==> src/rtl/seg7_pkg.sv <==
// Shared constants and types for the seven-segment scan driver.
package seg7_pkg;

  // Logical segment patterns {g,f,e,d,c,b,a}, 1 = segment lit.
  localparam logic [6:0] SEG_0    = 7'h3F;
  localparam logic [6:0] SEG_1    = 7'h06;
  localparam logic [6:0] SEG_2    = 7'h5B;
  localparam logic [6:0] SEG_3    = 7'h4F;
  localparam logic [6:0] SEG_4    = 7'h66;
  localparam logic [6:0] SEG_5    = 7'h6D;
  localparam logic [6:0] SEG_6    = 7'h7D;
  localparam logic [6:0] SEG_7    = 7'h07;
  localparam logic [6:0] SEG_8    = 7'h7F;
  localparam logic [6:0] SEG_9    = 7'h6F;
  localparam logic [6:0] SEG_DASH = 7'h40;
  localparam logic [6:0] SEG_OFF  = 7'h00;

  // Digit slot index; 0 is the rightmost (ones) digit.
  typedef logic [1:0] dig_idx_t;

  localparam dig_idx_t DIG_ONES = 2'd0;
  localparam dig_idx_t DIG_TENS = 2'd1;
  localparam dig_idx_t DIG_HUNS = 2'd2;
  localparam dig_idx_t DIG_THOS = 2'd3;

endpackage

==> src/rtl/bcd_to_seg7.sv <==
// Combinational BCD code to logical seven-segment pattern; non-BCD codes show a dash.
module bcd_to_seg7
  import seg7_pkg::*;
(
  input  logic [3:0] code_i,
  output logic [6:0] seg_o
);

  // Glyph lookup; codes 10-15 fall through to the dash.
  always_comb begin
    seg_o = SEG_DASH;
    unique case (code_i)
      4'd0:    seg_o = SEG_0;
      4'd1:    seg_o = SEG_1;
      4'd2:    seg_o = SEG_2;
      4'd3:    seg_o = SEG_3;
      4'd4:    seg_o = SEG_4;
      4'd5:    seg_o = SEG_5;
      4'd6:    seg_o = SEG_6;
      4'd7:    seg_o = SEG_7;
      4'd8:    seg_o = SEG_8;
      4'd9:    seg_o = SEG_9;
      default: seg_o = SEG_DASH;
    endcase
  end

endmodule

==> src/rtl/seg7_scan_driver.sv <==
// Four-digit multiplexed seven-segment driver. Digits are snapshotted once per frame so a
// value never changes partway through a scan; outputs depend on registered state only.
module seg7_scan_driver
  import seg7_pkg::*;
#(
  parameter int unsigned REFRESH_DIV    = 100000,
  parameter bit          SEG_ACTIVE_LOW = 1'b1,
  parameter bit          AN_ACTIVE_LOW  = 1'b1
) (
  input  logic       clk,
  input  logic       rst,
  input  logic [3:0] thos,
  input  logic [3:0] huns,
  input  logic [3:0] tens,
  input  logic [3:0] ones,
  input  logic       blank_lz,
  input  logic [3:0] dp_en,
  output logic [3:0] an,
  output logic [6:0] seg,
  output logic       dp
);

  localparam int unsigned CntW = (REFRESH_DIV > 2) ? $clog2(REFRESH_DIV) : 1;
  localparam logic [CntW-1:0] CntLast = CntW'(REFRESH_DIV - 1);

  logic                 active_q, active_d;
  logic [CntW-1:0]      cnt_q, cnt_d;
  dig_idx_t             idx_q, idx_d;
  logic [3:0][3:0]      dig_q, dig_d;
  logic [3:0]           dp_q, dp_d;
  logic                 lz_q, lz_d;
  logic                 load;

  // Scan sequencing: dwell counter, digit index and the per-frame input snapshot.
  always_comb begin
    active_d = active_q;
    cnt_d    = cnt_q;
    idx_d    = idx_q;
    dig_d    = dig_q;
    dp_d     = dp_q;
    lz_d     = lz_q;
    load     = 1'b0;
    if (!active_q) begin
      // First cycle out of reset: start on the ones digit with fresh inputs.
      active_d = 1'b1;
      load     = 1'b1;
    end else if (cnt_q == CntLast) begin
      cnt_d = '0;
      idx_d = idx_q + 2'd1;
      load  = (idx_q == DIG_THOS);
    end else begin
      cnt_d = cnt_q + CntW'(1);
    end
    if (load) begin
      dig_d = {thos, huns, tens, ones};
      dp_d  = dp_en;
      lz_d  = blank_lz;
    end
  end

  // State registers with synchronous reset.
  always_ff @(posedge clk) begin
    if (rst) begin
      active_q <= 1'b0;
      cnt_q    <= '0;
      idx_q    <= DIG_ONES;
      dig_q    <= '0;
      dp_q     <= '0;
      lz_q     <= 1'b0;
    end else begin
      active_q <= active_d;
      cnt_q    <= cnt_d;
      idx_q    <= idx_d;
      dig_q    <= dig_d;
      dp_q     <= dp_d;
      lz_q     <= lz_d;
    end
  end

  logic       thos_z, huns_z, tens_z;
  logic       blank_cur;
  logic [6:0] glyph;
  logic [6:0] seg_log;
  logic [3:0] an_log;
  logic       dp_log;

  assign thos_z = (dig_q[DIG_THOS] == 4'd0);
  assign huns_z = (dig_q[DIG_HUNS] == 4'd0);
  assign tens_z = (dig_q[DIG_TENS] == 4'd0);

  // Leading-zero blanking for the digit currently being scanned; ones is never blanked.
  always_comb begin
    blank_cur = 1'b0;
    unique case (idx_q)
      DIG_THOS: blank_cur = lz_q & thos_z;
      DIG_HUNS: blank_cur = lz_q & thos_z & huns_z;
      DIG_TENS: blank_cur = lz_q & thos_z & huns_z & tens_z;
      DIG_ONES: blank_cur = 1'b0;
      default:  blank_cur = 1'b0;
    endcase
  end

  bcd_to_seg7 u_dec (
    .code_i (dig_q[idx_q]),
    .seg_o  (glyph)
  );

  // Logical outputs, then pin polarity.
  always_comb begin
    an_log  = active_q ? (4'b0001 << idx_q) : 4'b0000;
    seg_log = (active_q && !blank_cur) ? glyph : SEG_OFF;
    dp_log  = active_q & dp_q[idx_q];
  end

  assign an  = AN_ACTIVE_LOW  ? ~an_log  : an_log;
  assign seg = SEG_ACTIVE_LOW ? ~seg_log : seg_log;
  assign dp  = SEG_ACTIVE_LOW ? ~dp_log  : dp_log;

endmodule

==> config.mk <==
export PLATFORM = sky130hd
export DESIGN_NAME = seg7_scan_driver
export DESIGN_NICKNAME = d
export VERILOG_FILES = /design/src/rtl/seg7_pkg.sv /design/src/rtl/bcd_to_seg7.sv /design/src/rtl/seg7_scan_driver.sv
export SDC_FILE = /design/constraint.sdc
export NUM_CORES = 1
export LEC_CHECK = 0
export BUFFER_PORTS_ARGS = -buffer_cell sky130_fd_sc_hd__buf_2
export CAP_MARGIN = 20
export CORE_MARGIN = 1.5
export CORE_UTILIZATION = 26
export CTS_CLUSTER_DIAMETER = 50
export DETAILED_ROUTE_END_ITERATION = 10
export GPL_TIMING_DRIVEN = 0
export SETUP_SLACK_MARGIN = 0.4
export SLEW_MARGIN = 40
export SYNTH_ARGS = -nofsm -noshare
export SYNTH_HDL_FRONTEND = slang
export SYNTH_SLANG_ARGS = --single-unit
==> constraint.sdc <==
create_clock -name clk -period 1.85 [get_ports clk]
set_input_delay 0.0925 -clock clk [delete_from_list [all_inputs] [get_ports clk]]
set_output_delay 0.0925 -clock clk [all_outputs]
set_load 0.005 [all_outputs]
==> results_dict.tcl <==
set metrics [dict create \
    status "finished, violations left" \
    yosys_register_bits 41 \
    synthXorXnorAreaFrac_pct 5.530 \
    synth_top_cell_area_share_pct 37.02 \
    avgSynthCellArea_sq_um 8.729 \
    die_area_sq_um 9091 \
    ys_seq_area_share_pct 37.02 \
    hold_viol 0 \
    cp-end-kind "output pin" \
    syn2layout_area_growth_pct 49.83 \
    antennaDiodeCount 0 \
    grt_pass1_vias 1891 \
    cap_violations 0 \
    cts_max_path_buffers 2 \
    grt_max_degree 13 \
    clock_skew_ps 10.80 \
    path_max_fanout 5 \
    placed_area_sq_um 2605 \
    ir_drop_mv 0.3361 \
    worst_pin_slew_ps 444.6 \
    fp.dieH_um 95.35 \
    final_area_sq_um 3322 \
    ant_nets 0 \
    final_common_cell "nand2_1" \
    grt_usage_pct 12.79 \
    finalPower_mw 1.853 \
    startpoint_type "flip-flop" \
    fp-row-count 33 \
    antenna_found_initial 0 \
    hpwl_mm 3.865 \
    cts.reportedPaths.clkPinSlew_ps 80 \
    synth_compound_area_share_pct 6.998 \
    overflow 0 \
    wirelength_mm 5.877 \
    detail_route.vias_per_cell 4.679 \
    rsz0062_at_grt "true" \
    drive_above_1_share_pct 44.31 \
    fmax_mhz 471.3 \
    first_pass_iters 4 \
    synthTopCellsByArea "dfxtp_1, mux2i_1, nand2_1" \
    drc 0 \
    crit_arrival_ps 2030 \
    fin_tns_setup_ps -1657 \
    place_inst 393 \
    hold_ws_ps 15.38 \
    portBuffers 34 \
    power_leakage_nw 1.332 \
    vias 2054 \
    yosysWarnings 0 \
    synth.distinct_cells 41 \
    worstSetupPathType "reg -> out" \
    final_cell_mix "nand2_1, buf_2, dfxtp_1, mux2i_1, buf_4" \
    synthMuxAreaShare_pct 15.01 \
    worstPathRequired_ps 1760 \
    initial_core_util_pct 26.85 \
    wl_per_cell_um 13.39 \
    syn_inst 254 \
    synth_top_area_cell "dfxtp_1" \
    cts.hold.buffers_added 0 \
    synth_adder_area_share_pct 6.208 \
    core-area_sq_um 8258 \
    nets 367 \
    cts_inserted_buffers 5 \
    setup_ws_ps -272.0 \
    setup_viol 7 \
    synth.cell_area_sq_um 2217 \
    fin_crit_sh_pct 114.7 \
    finalCriticalPeriod_ps 2122 \
    first_iter_violations 158 \
    cp_slowest_cell "mux4_2" \
    synth_top_family_by_area "simple AND/OR/NAND/NOR gates" \
    gp_congestion 0.8048 \
    clk_latency_ps 290 \
    maxSlewViolCount 0 \
    slowest_delay_ps 560 \
    relSlewSlack_pct 70.36 \
    violations "setup timing" \
    tritoncts "yes" \
    synthesis.nets 288 \
    clock_sinks 41 \
    htree_levels 2 \
    min_path_type "in -> reg" \
    cts-root-buf "clkbuf_8" \
    fp.dieW_um 95.35 \
    ios 35 \
    crit_chain "buf_8 > mux4_2 > a21o_1 > a211oi_2 > a32oi_1 > buf_2" \
    synthSimpleGateAreaFrac_pct 24.21 \
    grt_pass1_wl_mm 9.025 \
    stdcell_count 439 \
    power_density_nw_per_um2 557.7 \
]
Yosys cell counts (all sizes together):
library cell	n
a211o	1
clkbuf	6
nor2b	1
nand2b	2
o21ai	8
buf	6
nor2	22
mux4	5
and3	2
a21oi	8
o22ai	1
dfxtp	41
and4b	1
o211a	1
nand4	7
nand2	56
nor4bb	1
or3	2
ha	11
inv	12
and2	1
or4	1
xor2	5
nor4	7
xnor2	9
nor3	2
nand3	6
a32oi	3
a211oi	1
mux2i	22
or2	2
a21o	1
sequential cells by signal, indices dropped and copies added, names as in the netlist:
signal / cells
idx_q: 2
dp_q: 4
lz_q: 1
cnt_q: 17
dig_q: 16
active_q: 1
metrics by stage:
| step | setup slack (ps) | util, % |
|---|---|---|
| after floorplan | 204.8 | - |
| after CTS | -281.5 | 36.95 |
| final | -272.0 | 40.23 |
| after detailed placement | -71.94 | 31.55 |
| after global routing | -351.9 | 40.23 |
| after global placement | -65.71 | 31.55 |
layer usage:
layer,track usage [%],wire [um],vias to the layer above
met3,1.914,244,5
li1,-,-,1030
met4,4.478,70,0
met1,17.30,2809,976
met5,0,0,-
met2,20.57,2753,43
logic make-up (layout without fill, tap and decap cells):
logic type               after synthesis  in the layout
AND/OR/NAND/NOR                      113            113
buffers and inverters                 24            104
multiplexers                          27             27
AO/OA/AOI/OAI                         24             24
adder cells (fa/ha/maj)               11             11
XOR/XNOR                              14             14
flip-flops                            41             41
what timing repair did:
action                     4_1_cts  5_1_grt
gates cloned                     3        0
pin swaps                       13       29
setup buffers                   21       14
gates resized for setup         40       45
setup endpoints to repair       48       49
report_power, final:
part           switching, mW  total, mW  internal [mW]
clock                  0.306      0.611          0.305
combinational          0.146      0.301          0.155
sequential            0.0326      0.941          0.908
cell type report:
cell class	count	area, sq um
repair buffers	72	535.5
flip-flops and latches	41	860.8
multi-input cells	189	1535
fillers	798	4936
clock buffers	8	90.09
plain buffers	12	116.4
well taps	105	131.4
inverters	12	52.55
critical path, delay by kind of cell (launching register included):
kind | cells | cell delay (ps)
DFF | 1 | 360
AOI/OAI and AO/OA | 3 | 560
buffers and inverters | 2 | 260
muxes | 1 | 560
path summary, 6_finish.rpt:
check            from        to  slack, ps  cells past startpoint
max reg2reg  idx_q[0]  dig_q[5]        260                      8
max          idx_q[0]    seg[0]       -270                      6
min               rst  cnt_q[2]         20                      2
min reg2reg  dig_q[0]  dig_q[0]        470                      2
No activity file was read; power rests on OpenSTA's default activity.
